### src/rtl/ring_mon_pkg.sv
// Shared constants and state encoding for the one-hot ring counter monitor.
package ring_mon_pkg;

    localparam int              RING_W       = 8;
    localparam int              LOCK_CNT_DEF = 8;
    localparam logic [RING_W-1:0] RING_HOME  = 8'h80;

    typedef enum logic [1:0] {
        ST_SEARCH = 2'd0,
        ST_TRACK  = 2'd1,
        ST_LOCKED = 2'd2,
        ST_FAULT  = 2'd3
    } state_e;

    // A healthy ring moves its single set bit one place toward bit 0 each clock.
    function automatic logic [RING_W-1:0] rot_right(input logic [RING_W-1:0] v);
        return {v[0], v[RING_W-1:1]};
    endfunction

endpackage

### src/rtl/onehot_enc.sv
// Combinational 8->3 encoder; vld is high only when exactly one input bit is set.
module onehot_enc
    import ring_mon_pkg::*;
(
    input  logic [RING_W-1:0] vec,
    output logic [2:0]        idx,
    output logic              vld
);

    always_comb begin
        idx = '0;
        for (int i = 0; i < RING_W; i++) begin
            if (vec[i]) idx = 3'(i);
        end
        vld = (vec != '0) && ((vec & (vec - 8'd1)) == '0);
    end

endmodule

### src/rtl/ring_mon.sv
// Monitors an upstream rotating one-hot ring counter: locks after LOCK_CNT good
// rotations, counts revolutions while locked and reports/accumulates errors.
module ring_mon
    import ring_mon_pkg::*;
#(
    parameter int LOCK_CNT = LOCK_CNT_DEF,
    parameter int ERR_W    = 4
) (
    input  logic             clk,
    input  logic             rstb,
    input  logic [7:0]       count,
    input  logic             clr_err,
    output logic [2:0]       position,
    output logic             pos_vld,
    output logic [7:0]       rev_count,
    output logic             err_onehot,
    output logic             err_seq,
    output logic             err_sticky,
    output logic [ERR_W-1:0] err_count,
    output logic [1:0]       state
);

    localparam logic [3:0] LOCK_LAST = 4'(LOCK_CNT);

    state_e             state_q, state_d;
    logic [3:0]         streak_q, streak_d;
    logic [7:0]         prev_q, prev_d;
    logic [2:0]         position_q, position_d;
    logic               pos_vld_q, pos_vld_d;
    logic [7:0]         rev_q, rev_d;
    logic               err_oh_q, err_oh_d;
    logic               err_seq_q, err_seq_d;
    logic               sticky_q, sticky_d;
    logic [ERR_W-1:0]   err_cnt_q, err_cnt_d;

    logic [2:0]         enc_idx;
    logic               enc_vld;
    logic               match;

    onehot_enc u_enc (
        .vec (count),
        .idx (enc_idx),
        .vld (enc_vld)
    );

    // prev only ever holds a one-hot value when TRACK/LOCKED consult it,
    // so a match also implies the sample is one-hot.
    assign match = (count == rot_right(prev_q));

    always_comb begin
        state_d    = state_q;
        streak_d   = streak_q;
        prev_d     = count;
        position_d = position_q;
        rev_d      = rev_q;
        err_oh_d   = 1'b0;
        err_seq_d  = 1'b0;
        sticky_d   = sticky_q;
        err_cnt_d  = err_cnt_q;

        // Clear is applied before any same-cycle LOCKED error below.
        if (clr_err) begin
            sticky_d  = 1'b0;
            err_cnt_d = '0;
        end

        if (enc_vld && state_q != ST_FAULT) position_d = enc_idx;

        case (state_q)
            ST_SEARCH: begin
                if (enc_vld) begin
                    state_d  = ST_TRACK;
                    streak_d = 4'd1;
                end else begin
                    err_oh_d = 1'b1;
                end
            end
            ST_TRACK: begin
                if (match) begin
                    streak_d = streak_q + 4'd1;
                    if (streak_q + 4'd1 == LOCK_LAST) state_d = ST_LOCKED;
                end else begin
                    state_d   = ST_SEARCH;
                    streak_d  = 4'd0;
                    err_oh_d  = !enc_vld;
                    err_seq_d = enc_vld;
                end
            end
            ST_LOCKED: begin
                if (match) begin
                    if (count == RING_HOME) rev_d = rev_q + 8'd1;
                end else begin
                    state_d   = ST_FAULT;
                    streak_d  = 4'd0;
                    err_oh_d  = !enc_vld;
                    err_seq_d = enc_vld;
                    sticky_d  = 1'b1;
                    if (err_cnt_d != '1) err_cnt_d = err_cnt_d + ERR_W'(1);
                end
            end
            default: begin
                state_d  = ST_SEARCH;
                streak_d = 4'd0;
            end
        endcase

        pos_vld_d = (state_d == ST_LOCKED);
    end

    always_ff @(posedge clk or negedge rstb) begin
        if (!rstb) begin
            state_q    <= ST_SEARCH;
            streak_q   <= '0;
            prev_q     <= '0;
            position_q <= '0;
            pos_vld_q  <= 1'b0;
            rev_q      <= '0;
            err_oh_q   <= 1'b0;
            err_seq_q  <= 1'b0;
            sticky_q   <= 1'b0;
            err_cnt_q  <= '0;
        end else begin
            state_q    <= state_d;
            streak_q   <= streak_d;
            prev_q     <= prev_d;
            position_q <= position_d;
            pos_vld_q  <= pos_vld_d;
            rev_q      <= rev_d;
            err_oh_q   <= err_oh_d;
            err_seq_q  <= err_seq_d;
            sticky_q   <= sticky_d;
            err_cnt_q  <= err_cnt_d;
        end
    end

    assign state      = state_q;
    assign position   = position_q;
    assign pos_vld    = pos_vld_q;
    assign rev_count  = rev_q;
    assign err_onehot = err_oh_q;
    assign err_seq    = err_seq_q;
    assign err_sticky = sticky_q;
    assign err_count  = err_cnt_q;

endmodule

### config.mk
export PLATFORM = sky130hd
export DESIGN_NAME = ring_mon
export DESIGN_NICKNAME = d
export VERILOG_FILES = /design/src/rtl/ring_mon_pkg.sv /design/src/rtl/onehot_enc.sv /design/src/rtl/ring_mon.sv
export SDC_FILE = /design/constraint.sdc
export NUM_CORES = 1
export LEC_CHECK = 0
export CAP_MARGIN = 20
export CORE_ASPECT_RATIO = 1.1
export CORE_MARGIN = 1
export CORE_UTILIZATION = 56
export DETAILED_ROUTE_END_ITERATION = 12
export PLACE_DENSITY_LB_ADDON = 0.1
export SKIP_LAST_GASP = 1
export SLEW_MARGIN = 10
export SYNTH_ARGS = -nofsm -noshare
export SYNTH_HDL_FRONTEND = slang
export SYNTH_SLANG_ARGS = --single-unit
### constraint.sdc
create_clock -name clk -period 4 [get_ports clk]
set_input_delay 1.2 -clock clk [delete_from_list [all_inputs] [get_ports clk]]
set_output_delay 1.2 -clock clk [all_outputs]
set_load 0.03 [all_outputs]
Word level (Yosys, flattened, before mapping)
Index checks and enable logic that the tools add are counted.

word-level totals
  register bits = 33
  output and inout port bits = 21
  word-level logic and storage cells = 62
  bits of input ports = 11

operators by class
  add/sub/neg operators = 4
  reductions and logical operators = 9
  mux-type cells = 28
  bitwise logic cells = 1
  eq/ne operators = 10

operators by type and width
  cell                   count
  $mux W4                7
  $mux W2                6
  $mux W3                4
  $pmux W4 S3            1
  $add A4 B1 Y4 const B  2
  $add A8 B1 Y8 const B  1
  $and A8 B8 Y8          1
  $eq A8 B8 Y1           1
  $eq A8 B8 Y1 const B   1
  $logic_not A8 Y1       1
  $mux W1                8
  $reduce_bool A8 Y1     1
  $sub A8 B1 Y8 const B  1
  $ne A2 B2 Y1 const B   3
  $pmux W2 S3            1
  $eq A2 B2 Y1 const B   2
  $eq A4 B4 Y1 const B   1
  $ne A4 B4 Y1 const B   1
  $reduce_and A3 Y1      1
  $eq A2 B1 Y1 const B   1
  $logic_and A1 B1 Y1    2
  $logic_not A2 Y1       1
  $pmux W1 S2            1
  $reduce_and A2 Y1      1
  2 further kinds        2

Logic depth before layout (Yosys ltp)
  depth in word-level cells = 7
  gate-level depth with buffers = 7

Cells and area by module
From an unflattened synthesis, not the netlist that was laid out.

second synthesis, totals
  cells, all modules = 156
  area, all modules = 1,727.9 um^2

modules (own cells, without submodules)
  module      cells each  area each (um^2)  seq. area each (um^2)  times used
  ring_mon    133         1,571.5           825.8                  1
  onehot_enc  23          156.4             0.0                    1

Worst setup path after synthesis
OpenSTA, ideal clock, no wires.

  kind = input to register
  from = input count[7]
  to = register position_q[0], in the netlist position[0]
  stages on the path = 6
  data arrival time = 2.745 ns
  library setup time = 0.125 ns
  required time = 3.875 ns
  path slack = 1.130 ns
  cell sequence = buf_2 or4_1 a31o_2 buf_2 a21oi_2 mux2_2

between the ends
  cells in the longest elaborated chain, start to end = 5
  elaborated cells between the ends (all ways) = 7
  those cells by class = 1 x add/sub; 1 x mux; 1 x bitwise; 4 x reduce/logical

ends and longest elaborated chain
  item                  line              text
  start, declared       ring_mon.sv:11    input logic [7:0] count,
  $sub A8 B1 Y8         onehot_enc.sv:15  vld = (vec != '0) && ((vec & (vec - 8'd1)) == '0);
  $and A8 B8 Y8         onehot_enc.sv:15
  $logic_not A8 Y1      onehot_enc.sv:15
  $logic_and A1 B1 Y1   onehot_enc.sv:15
  $logic_and A1 B1 Y1   ring_mon.sv:67    if (enc_vld && state_q != ST_FAULT) position_d = enc_idx;
  end signal, assigned  ring_mon.sv:126   position_q <= position_d;
  end, declared         ring_mon.sv:28    logic [2:0] position_q, position_d;

Parallel ways exist; a longest one is shown, timed or not.
A chain may end at the register's enable or synchronous reset.

Worst setup path after layout
  from = input count[2]
  to = register rev_q[7], in the netlist rev_count[7]

between the ends
  cells in the longest elaborated chain, start to end = 2
  elaborated cells between the ends (all ways) = 3
  those cells by class = 2 x eq/ne; 1 x reduce/logical

ends and longest elaborated chain
  item                                  line                            text
  $eq A8 B8 Y1 (on tied branches)       ring_mon.sv:48, ring_mon.sv:91
  $reduce_and A3 Y1 (no source line) *  n/a
  end signal, assigned                  ring_mon.sv:128                 rev_q <= rev_d;
  end, declared                         ring_mon.sv:30                  logic [7:0] rev_q, rev_d;

Every way passes the cells marked *; elsewhere a longest branch is shown, timed or not.

==> summary.md <==
| Metric | Value |
|---|---|
| # diodes | `0` |
| CP Capture Type | `flip-flop` |
| Max Clock Skew | `0.01076 ns` |
| Row cnt | `20` |
| DR iter-0 viols | `19` |
| Yosys top cell area share | `47.04%` |
| # Post-CTS Setup Buffers | `0` |
| Worst-Skew Late Latency | `around 0.34 ns` |
| Worst Path Required | `4.27 ns` |
| Commonest non-fill, non-tap cell in the layout | `dfrtp_1` |
| Post-synth EDFFs | `0` |
| F_max | `between 0.3 and 0.4 GHz` |
| Port Buf Inserts | `31` |
| Synth cell types | `45` |
| Worst Path Arrival | `approximately 3.4 ns` |
| RSZ-0062 raised after global routing | `no` |
| Syn nets | `about 180` |
| FF/Latch Area | `825.8 um^2` |
| Synthesized flop and latch total | `33` |
| Synth Area per Inst | `around 11 um^2` |
| Crit-path max FO | `8` |
| Gp weighted congestion | `roughly 0.81` |
| Worst rel slew slack | `roughly 63%` |
| DRC | `0` |
| Clk buf depth | `2` |
| Via/cell ratio | `~6` |
| Final Cycle Share | `78.69%` |
| Pre-CTS setup slack | `~0.5 ns` |
| Share of the yosys chip area belonging to registers | `47.04%` |
| GRT Util Overall | `24.71%` |
| Fin worst setup slack | `about 0.85 ns` |
| First drt pass iteration count | `4` |
| R2r worst-path depth | `6` |
| Hold endpoint | `rev_count[7]` |
| Num CTS Buffers | `5` |
| Worst slew pin tran | `0.5484 ns` |
| Most frequent cells in the layout | `dfrtp_1, clkdlybuf4s50_1, xnor2_1, inv_1, nor2_1` |
| Vias | `roughly 1400` |
| Setup TNS Final | `0 ns` |
| Launch point of the worst reg-to-reg path | `state[0]` |
| Filler Cell Count | `210` |
| Pwr dens | `~380 nW/um^2` |
| Final core occ | `between 70% and 80%` |
| Count of pins over their slew limit | `0` |
| Cell taking the most area after synthesis | `dfrtp_1` |
| Number of global-route vias before repair | `around 1400` |
| Asr flop ratio synth | `100.0%` |
| Crit start category | `input pin` |
| Minimum clock period | `between 3 and 4 ns` |
| Wire per inst | `roughly 16 um` |
| Synth area leaders | `dfrtp_1, xnor2_1, ha_1` |
| Critical path launch point | `count[2]` |
| Peak supply drop | `approximately 0.00037 V` |
| Setup violations, final | `0` |
| Hold crit path type | `reg -> reg` |
| H-tree depth | `2` |
| Fin. Hold Viols | `0` |
| Dpl hpwl | `roughly 2600 um` |
| Synth Instances | `~170` |
| Reg2reg setup slack | `approximately 1.7 ns` |
| Fraction of layout cells with a size suffix above 1 | `under 10%` |
| # IOs | `32` |
| CTS Root Cell | `clkbuf_4` |
| CTS tree | `done` |
| Max-cap violations | `0` |
| RR Endpoint | `rev_count[7]` |
| Cts hold-fix bufs | `0` |
| Leakage | `~0.95 nW` |
| Crit path kind | `in -> reg` |
| Hold Path Origin | `rev_count[7]` |
| DIE HEIGHT | `just over 60 um` |
| First-pass GRT wire length | `6216 um` |
| Yosys warning count | `0` |
| Initial Util | `roughly three fifths` |
| Initial antenna violation count | `0` |
| Ys flop type | `dfrtp_1` |
| CTS resizes | `0` |
| Min-Delay Path Depth | `1` |
| Grt total ovfl | `0` |
| Remaining antenna violation count | `0` |
| Core Region | `between 2000 and 3000 um^2` |
| Multi-input logic area | `around 870 um^2` |
| Mapped Area | `1755 um^2` |
| Clock sink count | `33` |
| Run status | `finished clean` |
| Layout area overhead | `23.88%` |
| Die width | `approximately 55 um` |
| DRT Wirelength | `3725 um` |
| Die area | `~3400 um^2` |
| Worst-path clk slew | `around 0.1 ns` |
| Largest net degree at the start of global routing | `34` |
| Nets | `between 200 and 250` |
[critical path, stage by stage]
cell             delay (ns)
clkdlybuf4s50_1        0.66
xnor2_1                0.18
nand4_1                0.19
or4_1                  0.70
nor4_4                 0.33
xor2_1                 0.15
[sequential cells by signal, indices dropped and copies added (netlist names)]
name / flops
rev_count: 8
streak_q: 4
prev_q: 8
pos_vld: 1
state: 2
err_onehot: 1
err_seq: 1
err_sticky: 1
position: 3
err_count: 4
[per-stage QoR]
step	power, mW	cell area, um^2	std cells	hold slack (ns)
finish	0.8191	2175	234	0.4783
floorplan	0.4834	1755	165	0.5130
CTS	0.8240	2175	234	0.4807
detailed placement	0.5626	2090	226	0.4663
global placement	0.5550	2090	226	0.4631
global route	0.8535	2175	234	0.4932
[layout make-up]
class / count / share of cell area (%)
Clock buffer: 7 / 2.532
Multi-Input combinational cell: 118 / 39.87
Clock inverter: 1 / 1.381
Inverter: 10 / 1.726
Timing Repair Buffer: 32 / 14.61
Tap cell: 33 / 1.899
Sequential cell: 33 / 37.97
[cells by family (layout without fill, tap and decap cells)]
kind of cell / count (synthesis) / count (layout) / synth area share, %
flops: 33 / 33 / 47.04
compound gates: 31 / 31 / 12.40
simple gates: 56 / 56 / 19.03
xor+xnor: 17 / 17 / 8.482
mux: 6 / 6 / 3.777
fa+ha+maj: 8 / 8 / 5.702
buf+inv: 14 / 50 / 3.564
[where the power goes]
| part | internal (mW) | switching, mW | total, mW | leakage (nW) |
|---|---|---|---|---|
| registers | 0.360 | 0.0197 | 0.380 | 0.422 |
| logic | 0.0752 | 0.103 | 0.178 | 0.479 |
| clock network | 0.149 | 0.112 | 0.262 | 0.0455 |
| total | 0.584 | 0.235 | 0.819 | 0.946 |
[Yosys cell counts (4+ instances only)]
library cell / instances
nor3_1: 5
o21ai_0: 6
inv_1: 10
xor2_1: 5
and3_1: 4
mux2_2: 5
ha_1: 8
nand3_1: 7
nor2_1: 10
nand2_1: 8
a21oi_1: 6
xnor2_1: 12
dfrtp_1: 33
[worst max-delay path by stage]
stage               slack, ns  cells after the start           end
global placement         0.59                      6  rev_count[7]
detailed placement       0.51                      6  rev_count[7]
global route             0.66                      6  rev_count[6]
finish                   0.85                      6  rev_count[7]
CTS                      0.84                      6  rev_count[7]
floorplan                1.13                      6   position[0]
[routing by layer]
| metal | track usage [%] | wire (um) | vias up |
|---|---|---|---|
| met3 | 5.970 | 179 | 16 |
| met2 | 44.92 | 1890 | 51 |
| met5 | 0 | 0 | - |
| met1 | 26.91 | 1543 | 663 |
| li1 | - | - | 664 |
| met4 | 14.64 | 112 | 0 |
No activity file was read; power rests on OpenSTA's default activity.
